===== src/rtl/pul_period_fetch.sv =====
// rtl/pul_period_fetch.sv - pulse-period prefetch buffer: credit-limited memory reads into a FIFO,
// one word handed to the pulse controller per read strobe.
module pul_period_fetch #(
  parameter int DEPTH  = 16,
  parameter int ADDR_W = 32
) (
  input  logic              clk,
  input  logic              rst_n,
  input  logic              start,
  input  logic              abort,
  input  logic [ADDR_W-1:0] base_addr,
  input  logic [31:0]       word_count,
  output logic              mem_req,
  output logic [ADDR_W-1:0] mem_addr,
  input  logic              mem_gnt,
  input  logic              mem_rvalid,
  input  logic [31:0]       mem_rdata,
  input  logic              read,
  output logic [31:0]       pul_value,
  output logic              empty,
  output logic              busy,
  output logic              done,
  output logic              underrun
);

  localparam int AW = $clog2(DEPTH);
  localparam int CW = AW + 1;
  localparam logic [CW:0] DEPTH_C = (CW+1)'(DEPTH);

  typedef enum logic [1:0] {IDLE, FETCH, DRAIN, FLUSH} state_t;

  state_t            state;
  logic [ADDR_W-1:0] base_r;
  logic [31:0]       wc_r;
  logic [31:0]       req_cnt;
  logic [31:0]       pop_cnt;
  logic [CW-1:0]     outstanding;
  logic [CW-1:0]     fifo_cnt;
  logic [AW-1:0]     wr_ptr;
  logic [AW-1:0]     rd_ptr;
  logic [31:0]       fifo_mem [DEPTH];

  logic              active;
  logic              grant;
  logic              push;
  logic              pop;
  logic [31:0]       req_next;
  logic [CW-1:0]     out_next;
  logic [CW-1:0]     fifo_next;
  logic [CW:0]       credit_sum;
  logic              credit_ok;

  // abort outranks push and pop in the cycle it arrives
  assign active = (state == FETCH) || (state == DRAIN);
  assign grant  = mem_req && mem_gnt;
  assign push   = active && !abort && mem_rvalid;
  assign pop    = active && !abort && read && (fifo_cnt != '0);
  assign empty  = (fifo_cnt == '0);
  assign busy   = (state != IDLE);

  always_comb begin
    req_next   = req_cnt + {31'd0, grant};
    out_next   = outstanding + CW'(grant) - CW'(mem_rvalid);
    fifo_next  = fifo_cnt + CW'(push) - CW'(pop);
    credit_sum = {1'b0, fifo_next} + {1'b0, out_next};
    credit_ok  = credit_sum < DEPTH_C;
  end

  always_ff @(posedge clk) begin
    if (push) fifo_mem[wr_ptr] <= mem_rdata;
  end

  always_ff @(posedge clk or negedge rst_n) begin
    if (!rst_n) begin
      state       <= IDLE;
      base_r      <= '0;
      wc_r        <= '0;
      req_cnt     <= '0;
      pop_cnt     <= '0;
      outstanding <= '0;
      fifo_cnt    <= '0;
      wr_ptr      <= '0;
      rd_ptr      <= '0;
      mem_req     <= 1'b0;
      mem_addr    <= '0;
      pul_value   <= '0;
      done        <= 1'b0;
      underrun    <= 1'b0;
    end else begin
      done <= 1'b0;
      case (state)
        IDLE: begin
          if (start) begin
            underrun <= 1'b0;
            base_r   <= base_addr;
            wc_r     <= word_count;
            req_cnt  <= '0;
            pop_cnt  <= '0;
            if (word_count == 32'd0) begin
              done <= 1'b1;
            end else begin
              state    <= FETCH;
              mem_req  <= 1'b1;
              mem_addr <= base_addr;
            end
          end
        end
        FETCH, DRAIN: begin
          if (abort) begin
            // a grant in this cycle still gets a response, so it is counted
            state       <= FLUSH;
            mem_req     <= 1'b0;
            outstanding <= out_next;
            fifo_cnt    <= '0;
            wr_ptr      <= '0;
            rd_ptr      <= '0;
          end else begin
            outstanding <= out_next;
            fifo_cnt    <= fifo_next;
            req_cnt     <= req_next;
            if (push) wr_ptr <= wr_ptr + 1'b1;
            if (pop) begin
              rd_ptr    <= rd_ptr + 1'b1;
              pul_value <= fifo_mem[rd_ptr];
              pop_cnt   <= pop_cnt + 32'd1;
            end
            if (read && empty) underrun <= 1'b1;
            if (state == FETCH) begin
              if (grant && (req_next == wc_r)) begin
                state   <= DRAIN;
                mem_req <= 1'b0;
              end else if (!mem_req || grant) begin
                mem_req  <= credit_ok;
                mem_addr <= base_r + ADDR_W'({req_next, 2'b00});
              end
            end else if (pop && ((pop_cnt + 32'd1) == wc_r)) begin
              state <= IDLE;
              done  <= 1'b1;
            end
          end
        end
        FLUSH: begin
          if (outstanding == '0) begin
            state    <= IDLE;
            fifo_cnt <= '0;
            wr_ptr   <= '0;
            rd_ptr   <= '0;
          end else if (mem_rvalid) begin
            outstanding <= outstanding - CW'(1);
          end
        end
        default: state <= IDLE;
      endcase
    end
  end

endmodule


===== config.mk =====
export PLATFORM = sky130hd
export DESIGN_NAME = pul_period_fetch
export DESIGN_NICKNAME = d
export VERILOG_FILES = /design/src/rtl/pul_period_fetch.sv
export SDC_FILE = /design/constraint.sdc
export NUM_CORES = 1
export LEC_CHECK = 0
export BUFFER_PORTS_ARGS = -buffer_cell sky130_fd_sc_hd__buf_2
export CAP_MARGIN = 15
export CORE_MARGIN = 10
export CORE_UTILIZATION = 36
export CTS_CLUSTER_SIZE = 28
export DETAILED_ROUTE_END_ITERATION = 8
export GPL_TIMING_DRIVEN = 0
export PLACE_DENSITY = 0.51
export SLEW_MARGIN = 10
export SYNTH_ARGS = -nofsm -noshare
export SYNTH_HDL_FRONTEND = slang
export SYNTH_SLANG_ARGS = --single-unit

===== constraint.sdc =====
create_clock -name clk -period 5.9 [get_ports clk]
set_input_delay 0.295 -clock clk [delete_from_list [all_inputs] [get_ports clk]]
set_output_delay 0.295 -clock clk [all_outputs]
set_load 0.02 [all_outputs]

==> results.json, run 1 <==
{
  "synth_fp_nets": 2676,
  "grt_pass1_wl_mm": 154,
  "numPortBuffers": 170,
  "tightest_slew_ns": 1.15,
  "powerDensity_nw_per_um2": 450,
  "clkLatencyLatePin_ns": 0.66,
  "slowest_stage": "a2111o_1",
  "wirelength_mm": 103,
  "synth_top_family_by_area": "multiplexers",
  "holdBufCountCts": 94,
  "final_cells": 4223,
  "start_kind": "register",
  "drive_above_1_share": 0.200,
  "postCtsSetupBuffers": 0,
  "synth_edf_count": 512,
  "avgSynthCellArea_um2": 13.6,
  "hp-class": "input port to register",
  "worstPathRequired_ns": 6.47,
  "end_kind": "register",
  "fmax_mhz": 198,
  "critical_path_arrival_ns": 5.61,
  "synthesis.area_um2": 34100,
  "grt_overflow": 0,
  "grtUsageTotal": 0.189,
  "ir_drop_uv": 325,
  "slew_headroom": 0.231,
  "dp.cells": 3970,
  "fp.dieH_um": 328,
  "p_leak_nw": 15.0,
  "vias": 22800,
  "die_x_um": 328,
  "wl_per_cell_um": 24.3,
  "path_common_cell": "ha_1",
  "reg2reg_depth": 17,
  "synthMuxAreaShare": 0.122,
  "clock-sinks": 727,
  "holdPathStages": 1,
  "io_pins": 172,
  "start_util": 0.364,
  "yosys.area_share.xor_xnor": 0.0376,
  "core-area_um2": 93600,
  "grt_setup_unrepaired": "false",
  "firstDrtPassIters": 5,
  "cts_max_level": 3,
  "clkTransAtPathRegs_ns": 0.06,
  "drtIter0Drc": 1619,
  "fin_crit_sh": 0.854,
  "synthCells": 2510,
  "slew_violations": 0,
  "slowest_delay_ns": 0.52,
  "fin_nets": 3063,
  "grt_start_max_net_pins": 79,
  "num_rows": 112,
  "path_class": "register to register",
  "synth_ff_type": "edfxtp_1",
  "yosysUniqueCellTypes": 86,
  "final_cell_mix": "edfxtp_1, nand2_1, dfrtp_1",
  "hold_viol_final": 0,
  "numCtsBuffers": 83,
  "die-area_um2": 107000,
  "hpwlAfterDp_mm": 73.2,
  "synthArstFlopShare": 0.296,
  "setup_tns_ns": 0,
  "seq_area_frac_synth": 0.609,
  "cts_tree": "done",
  "finalCriticalPeriod_ns": 5.04,
  "cp_max_fo": 6,
  "status": "finished clean",
  "gp_congestion": 0.913,
  "synth-simple-area-share": 0.0889,
  "antenna_found_initial": 6,
  "skew_ns": 0.0268,
  "synthToLayoutAreaGrowth_pct": 20.2,
  "crit_chain": "nand2_1 -> inv_1 -> ha_1 -> ha_1 -> nand3_1 -> nor2_1 -> xor2_1 -> ha_1 -> a21oi_1 -> o21a_1 -> o21ai_0 -> a21oi_1 -> o21ai_0 -> a2111o_1 -> a311o_1 -> o311ai_0 -> o2bb2ai_1",
  "cts.path.max_buffers": 3,
  "yosys_warnings": 0,
  "synth-seq-cells": 727,
  "grt_pass1_vias": 23700,
  "ant_nets": 0,
  "maxCapViolCount": 0,
  "synth_fa_ha_area_frac": 0.0238,
  "cts.repair.resized": 0,
  "layout_commonest_cell": "edfxtp_1",
  "vias_per_cell": 5.40,
  "cts-root-buf": "clkbuf_16",
  "finalSetupViolCount": 0,
  "synth_compound_area_frac": 0.0954,
  "drc_errors": 0
}
## registers in the layout, indices dropped and copies added, names as in the netlist
name and cells:
fifo_mem 512, base_r 32, mem_addr 32, pop_cnt 32, pul_value 32, req_cnt 32
wc_r 32, fifo_cnt 5, outstanding 5, rd_ptr 4, wr_ptr 4, state 2
done 1, mem_req 1, underrun 1
## report_power, final
part           total [W]  internal (W)  switching, W
clock network    0.00539       0.00322       0.00217
registers        0.00673       0.00608      0.000646
logic            0.00630       0.00265       0.00365
total             0.0184        0.0120       0.00647
## worst paths after layout
check / startpoint / end / slack [ns]
max: mem_req / mem_addr[29] / 0.86
min: mem_rdata[24] / fifo_mem[2][24] / 0.04
max reg2reg: mem_req / mem_addr[29] / 0.86
min reg2reg: pul_value[29] / pul_value[29] / 0.48
max in group asynchronous: rst_n / pul_value[0] / 4.79
min in group asynchronous: rst_n / mem_addr[26] / 0.20
## cells in the mapped netlist, types with 6 or more instances
master,instances,area [um2]
a2111oi_0,6,52.6
a211oi_1,12,90.1
a21o_1,20,150
a21oi_1,95,475
a22o_1,12,105
a31oi_1,13,81.3
and2_1,13,81.3
and3_1,24,150
and4_1,16,140
buf_1,15,56.3
buf_2,7,35.0
buf_4,6,45.0
clkbuf_1,117,439
dfrtp_1,215,5380
edfxtp_1,512,15400
ha_1,60,751
inv_1,54,203
mux2_1,9,101
mux2_2,117,1320
mux2_4,17,255
mux2i_1,104,1040
mux4_2,64,1440
nand2_1,229,860
nand2b_1,19,119
nand3_1,62,310
nand4_1,32,200
nor2_1,90,338
nor2b_1,9,56.3
nor3_1,18,90.1
nor3b_1,6,45.0
nor4_1,21,131
nor4_4,7,149
o211ai_1,10,75.1
o21ai_0,174,871
o21bai_1,8,60.1
o221ai_1,65,569
o31ai_1,27,203
or4_1,7,52.6
xnor2_1,72,631
xnor3_1,11,248
xor2_1,38,333
## worst max-delay path: cells and delay by family (launching register included)
family | cells | cell delay, ns
compound gates | 9 | 2.44
xor+xnor | 1 | 0.28
fa+ha+maj | 3 | 0.85
buf+inv | 1 | 0.09
flops | 1 | 0.47
simple gates | 3 | 0.85
## stage by stage
| step | setup WS (ns) | total power, W | hold slack [ns] | instance area [um2] | utilization |
|---|---|---|---|---|---|
| floorplan | 1.74 | 0.0108 | -0.000591 | 34100 | - |
| global placement | -2.21 | 0.0129 | 0.463 | 36500 | 0.390 |
| detailed placement | 0.920 | 0.0131 | 0.295 | 37100 | 0.397 |
| CTS | 0.897 | 0.0186 | 0.00138 | 40900 | 0.437 |
| global route | 0.521 | 0.0194 | 0.0275 | 41000 | 0.438 |
| finish | 0.862 | 0.0184 | 0.0446 | 41000 | 0.438 |
## layer usage
layer  track usage  wire length [um]
met1         0.247             45000
met5             0                32
met3        0.0296              4800
met4        0.0575              2810
met2         0.319             50100
## cell type report
| cell class | instances | area [um2] |
|---|---|---|
| clock inverter | 38 | 534 |
| clock buffer | 116 | 2330 |
| timing repair buffer | 302 | 2330 |
| tap | 1254 | 1570 |
| buffer | 147 | 601 |
| sequential | 727 | 20800 |
| fill | 8631 | 52600 |
| antenna | 3 | 7.51 |
| inverter | 54 | 203 |
| multi-input combinational | 1582 | 12600 |
## cell families after synthesis
group | Yosys count
flops | 727
simple gates | 585
compound gates | 499
mux | 311
buf+inv | 201
xor+xnor | 124
fa+ha+maj | 63
No activity file was read; power rests on OpenSTA's default activity.
==> run 2, diff against run 1 <==
--- a/config.mk
+++ b/config.mk
@@ -7,12 +7,14 @@
 export LEC_CHECK = 0
 export BUFFER_PORTS_ARGS = -buffer_cell sky130_fd_sc_hd__buf_2
 export CAP_MARGIN = 15
+export CELL_PAD_IN_SITES_DETAIL_PLACEMENT = 0
+export CELL_PAD_IN_SITES_GLOBAL_PLACEMENT = 1
 export CORE_MARGIN = 10
 export CORE_UTILIZATION = 36
 export CTS_CLUSTER_SIZE = 28
 export DETAILED_ROUTE_END_ITERATION = 8
 export GPL_TIMING_DRIVEN = 0
-export PLACE_DENSITY = 0.51
+export PLACE_DENSITY = 0.58
 export SLEW_MARGIN = 10
 export SYNTH_ARGS = -nofsm -noshare
 export SYNTH_HDL_FRONTEND = slang
==> run 2 against run 1 <==
  * Clock-buffer cell count rose by 5
  * Register-to-register slack worse by 0.26 ns
  * Routed wire length about the same
  * Non-clock buffer count did not move
  * Maximum frequency decreased by 4.9%
  * Sequential power is 2% lower
  * Global-route usage rose by 0.056 points
  * Power down 1.7%
  * Cell count about the same
  * Critical endpoint is now mem_addr[31]
  * Largest cell class unchanged
==> results.json, run 2 (same netlist as run 1, synthesis figures left out) <==
{
  "grt_setup_unrepaired": "false",
  "cts-root-buf": "clkbuf_16",
  "maxCapViolCount": 0,
  "layout_commonest_cell": "edfxtp_1",
  "drive_above_1_share": 0.198,
  "antenna_found_initial": 7,
  "wl_per_cell_um": 24.4,
  "start_kind": "register",
  "crit_chain": "nand2_1 -> inv_1 -> ha_1 -> ha_1 -> and3_1 -> and3_1 -> clkbuf_1 -> xnor2_1 -> ha_1 -> a21oi_1 -> o21ai_0 -> and2_1 -> a21oi_1 -> o21ai_0 -> a2111o_1 -> a2111oi_0 -> nor3b_1 -> o211ai_1",
  "fp.dieH_um": 328,
  "fmax_mhz": 189,
  "r2r_setup_slack_ns": 0.60,
  "skew_ns": 0.0406,
  "status": "finished clean",
  "slew_violations": 0,
  "total_power_w": 0.0181,
  "clkTransAtPathRegs_ns": 0.06,
  "pre_cts_slack_ns": 0.653,
  "crit_family": "compound AO/OA/AOI/OAI gates",
  "cp_max_fo": 6,
  "clkLatencyLatePin_ns": 0.66,
  "fin_crit_sh": 0.898,
  "grt_pass1_wl_mm": 154,
  "largest_reg_flops": 512,
  "end_kind": "register",
  "hpwlAfterDp_mm": 72.7,
  "core-area_um2": 93600,
  "worstPathRequired_ns": 6.44,
  "firstDrtPassIters": 6,
  "gp_congestion": 0.882,
  "path_common_cell": "ha_1",
  "path_class": "register to register",
  "slowest_delay_ns": 0.53,
  "die_x_um": 328,
  "wirelength_mm": 103,
  "numPortBuffers": 170,
  "critical_path_arrival_ns": 5.84,
  "ir_drop_uv": 239,
  "cp_num_buf_inv": 2,
  "grtUsageTotal": 0.189,
  "hp-class": "input port to register",
  "fin_nets": 3063,
  "cts_max_level": 3,
  "die-area_um2": 107000,
  "powerDensity_nw_per_um2": 443,
  "grt_overflow": 0,
  "cts_tree": "done",
  "finalSetupViolCount": 0,
  "slew_headroom": 0.248,
  "clock-sinks": 727,
  "postCtsSetupBuffers": 0,
  "io_pins": 172,
  "synthToLayoutAreaGrowth_pct": 20.0,
  "ant_nets": 0,
  "cts.path.max_buffers": 3,
  "fin_hold_ws_ns": 0.0440,
  "vias_per_cell": 5.36,
  "slowest_stage": "a2111o_1",
  "fillers": 8628,
  "cts.repair.resized": 0,
  "setup_ws_ns": 0.599,
  "start_util": 0.364,
  "finalCriticalPeriod_ns": 5.30,
  "final_core_util": 0.437,
  "numCtsBuffers": 83,
  "drtIter0Drc": 1822,
  "top_register": "fifo_mem",
  "num_rows": 112,
  "p_leak_nw": 15.0,
  "grt_pass1_vias": 23400,
  "hold_viol_final": 0,
  "grt_start_max_net_pins": 90,
  "final_cell_mix": "edfxtp_1, nand2_1, dfrtp_1",
  "tightest_slew_ns": 1.13,
  "drc_errors": 0,
  "vias": 22600
}
run 2: cell types whose count changed in the layout (fill, tap and decap cells not counted), sizes merged:
cell and change:
clkinv +3, clkinvlp -5, diode -1, clkbuf +6, dlygate4sd3 -1, bufinv -3
run 2: repair_timing:
item,4_1_cts,5_1_grt
hold endpoints to repair,577,0
endpoints found under the setup margin,0,0
hold buffers,93,0
run 2: cell type report:
class | instances | area, um2 | area share
clock buffer | 121 | 2380 | 0.0582
timing repair buffer | 302 | 2350 | 0.0575
tap | 1254 | 1570 | 0.0383
multi-input combinational | 1582 | 12600 | 0.309
clock inverter | 33 | 413 | 0.0101
buffer | 147 | 599 | 0.0146
sequential | 727 | 20800 | 0.507
inverter | 54 | 203 | 0.00495
antenna | 2 | 5.00 | 0.000122
run 2: path summary, 6_finish.rpt:
check / start / end / cells past startpoint
max: mem_req / mem_addr[31] / 18
min: mem_rdata[11] / fifo_mem[14][11] / 1
max reg2reg: mem_req / mem_addr[31] / 18
min reg2reg: pul_value[0] / pul_value[0] / 2
max in group asynchronous: rst_n / pul_value[29] / 4
min in group asynchronous: rst_n / mem_addr[3] / 2
run 2: through the flow:
| stage | cell area, um2 | setup TNS [ns] | instances |
|---|---|---|---|
| after floorplan | 34100 | 0 | 2510 |
| after global placement | 36500 | -280.04 | 3934 |
| after detailed placement | 37200 | 0 | 3971 |
| after CTS | 40900 | 0 | 4218 |
| after global routing | 40900 | 0 | 4220 |
| final | 40900 | 0 | 4222 |
run 2: per-layer routing:
layer  vias to the layer above  share of wire  global-route usage  wire (um)
met5                         -        0.00037                   0         38
met4                         6          0.025              0.0547       2590
met3                       151          0.046              0.0288       4760
met2                       561           0.49               0.319      50400
met1                     11500           0.44               0.251      45100
li1                      10400              -                   -          -
run 2: worst reg2reg max path, delay by kind of cell (launching register included):
family | cells | cell delay, ns
buffers and inverters | 2 | 0.33
and+or+nand+nor | 5 | 1.19
DFF | 1 | 0.40
xor gates and xnor gates | 1 | 0.20
adders and majority gates | 3 | 0.83
AOI/OAI and AO/OA | 7 | 2.28
run 2: power breakdown:
part,internal (W),switching [W]
clock,0.00312,0.00212
sequential,0.00609,0.000535
combinational,0.00263,0.00361
total,0.0118,0.00627
==> run 3, diff against run 2 <==
--- a/config.mk
+++ b/config.mk
@@ -5,6 +5,7 @@
 export SDC_FILE = /design/constraint.sdc
 export NUM_CORES = 1
 export LEC_CHECK = 0
+export ABC_AREA = 0
 export BUFFER_PORTS_ARGS = -buffer_cell sky130_fd_sc_hd__buf_2
 export CAP_MARGIN = 15
 export CELL_PAD_IN_SITES_DETAIL_PLACEMENT = 0
==> constraint.sdc (replaced) <==
create_clock -name clk -period 5.8 [get_ports clk]
set_input_delay 0.29 -clock clk [delete_from_list [all_inputs] [get_ports clk]]
set_output_delay 0.29 -clock clk [all_outputs]
set_load 0.02 [all_outputs]
==> run 3 against run 2 <==
  * Cell count is the same
  * Maximum frequency grew 0.78%
  * Routed wire length grew 0.13%
  * Sequential power grew 2%
  * Clock power grew 2%
  * Critical path type unchanged
  * Critical endpoint unchanged
  * Largest power group unchanged
  * Highest routed layer unchanged
==> results.json, run 3 (same netlist as run 1, synthesis figures left out) <==
{
  "hpwlAfterDp_mm": 72.7,
  "hold_end": "fifo_mem[11][21]",
  "die_x_um": 328,
  "grt_pass1_wl_mm": 154,
  "gp_congestion": 0.882,
  "firstDrtPassIters": 6,
  "top_register": "fifo_mem",
  "layout_commonest_cell": "edfxtp_1",
  "start_util": 0.364,
  "powerDensity_nw_per_um2": 450,
  "tightest_slew_ns": 1.14,
  "worstPathRequired_ns": 6.34,
  "io_pins": 172,
  "grtUsageTotal": 0.189,
  "grt_pass1_vias": 23400,
  "rr_endpoint": "mem_addr[31]",
  "crit_family": "compound AO/OA/AOI/OAI gates",
  "pre_cts_slack_ns": 0.553,
  "core-area_um2": 93600,
  "hold_viol_final": 0,
  "antenna_found_initial": 7,
  "fmax_mhz": 190,
  "crit_chain": "nand2_1 -> inv_1 -> ha_1 -> ha_1 -> and3_1 -> and3_1 -> clkbuf_1 -> xnor2_1 -> ha_1 -> a21oi_1 -> o21ai_0 -> and2_1 -> a21oi_1 -> o21ai_0 -> a2111o_1 -> a2111oi_0 -> nor3b_1 -> o211ai_1",
  "critical_path_arrival_ns": 5.80,
  "slew_violations": 0,
  "seq_area_um2": 20800,
  "fillers": 8627,
  "grt_overflow": 0,
  "slowest_delay_ns": 0.52,
  "largest_reg_flops": 512,
  "vias": 22700,
  "path_class": "register to register",
  "final_cell_mix": "edfxtp_1, nand2_1, dfrtp_1",
  "fin_nets": 3064,
  "clock-sinks": 727,
  "clkLatencyLatePin_ns": 0.66,
  "cts_max_level": 3,
  "drtIter0Drc": 1810,
  "cp_num_buf_inv": 2,
  "multiInputGateArea_um2": 12600,
  "path_common_cell": "ha_1",
  "grt_setup_unrepaired": "false",
  "skew_ns": 0.0405,
  "r2r_setup_slack_ns": 0.54,
  "numPortBuffers": 170,
  "wirelength_mm": 103,
  "p_leak_nw": 15.0,
  "drive_above_1_share": 0.198,
  "numCtsBuffers": 83,
  "start_kind": "register",
  "ant_nets": 0,
  "cts.path.max_buffers": 3,
  "reg2reg_depth": 18,
  "cts_tree": "done",
  "synthToLayoutAreaGrowth_pct": 20.1,
  "slowest_stage": "a2111o_1",
  "grt_start_max_net_pins": 90,
  "fp.dieH_um": 328,
  "holdPathStages": 1,
  "finalCriticalPeriod_ns": 5.26,
  "finalSetupViolCount": 0,
  "cp_max_fo": 6,
  "hp-class": "input port to register",
  "die-area_um2": 107000,
  "clkTransAtPathRegs_ns": 0.06,
  "cts-root-buf": "clkbuf_16",
  "status": "finished clean",
  "num_rows": 112,
  "vias_per_cell": 5.38,
  "slew_headroom": 0.241,
  "end_kind": "register",
  "maxCapViolCount": 0,
  "drc_errors": 0,
  "wl_per_cell_um": 24.4,
  "setup_ws_ns": 0.540,
  "cts.repair.resized": 0,
  "setup_tns_ns": 0,
  "hp-start": "mem_rdata[21]",
  "r2r-start": "mem_req",
  "ir_drop_uv": 243,
  "fin_crit_sh": 0.907
}
-- run 3: area by class of cell --
cell class,instances,share of cell area
Multi-Input combinational cell,1582,0.309
Antenna cell,1,0.0000611
Timing Repair Buffer,303,0.0577
Sequential cell,727,0.507
Tap cell,1254,0.0383
Clock buffer,121,0.0582
Inverter,54,0.00495
Buffer,147,0.0146
Clock inverter,33,0.0101
-- run 3: layer usage --
| metal | part of all wire | global-route usage | vias up |
|---|---|---|---|
| met5 | 0.00037 | 0 | - |
| met4 | 0.026 | 0.0547 | 6 |
| met3 | 0.045 | 0.0288 | 157 |
| met2 | 0.49 | 0.319 | 589 |
| met1 | 0.44 | 0.251 | 11600 |
| li1 | - | - | 10400 |
-- run 3: metrics by stage --
stage | utilization | hold WS [ns] | instances | power [W] | instance area (um2)
CTS | 0.437 | 0.00454 | 4219 | 0.0186 | 40900
detailed placement | 0.397 | 0.196 | 3971 | 0.0132 | 37200
finish | 0.437 | 0.0461 | 4222 | 0.0184 | 40900
global route | 0.437 | 0.0183 | 4221 | 0.0194 | 40900
floorplan | - | -0.00559 | 2510 | 0.0110 | 34100
global placement | 0.390 | 0.459 | 3934 | 0.0131 | 36500
-- run 3: worst max-delay path by stage --
stage	start	to	slack, ns	cells after the start
final	mem_req	mem_addr[31]	0.54	18
after global routing	mem_req	mem_addr[31]	0.04	18
after CTS	mem_req	mem_addr[31]	0.50	18
after detailed placement	mem_req	mem_addr[31]	0.55	18
after global placement	state[0]	fifo_mem[2][4]	-2.30	7
after floorplan	state[0]	fifo_mem[3][0]	1.64	7
-- run 3: power breakdown --
group	leakage, nW	total, W	switching (W)	internal [W]
Combinational	6.32	0.00636	0.00368	0.00268
Sequential	7.33	0.00674	0.000545	0.00619
Clock	1.36	0.00534	0.00216	0.00318
-- run 3: repair_timing --
action / CTS / global route
buffers inserted: 0 / 0
hold endpoints to repair: 624 / 0
hold buffers: 94 / 0
setup endpoints to repair: 0 / 0
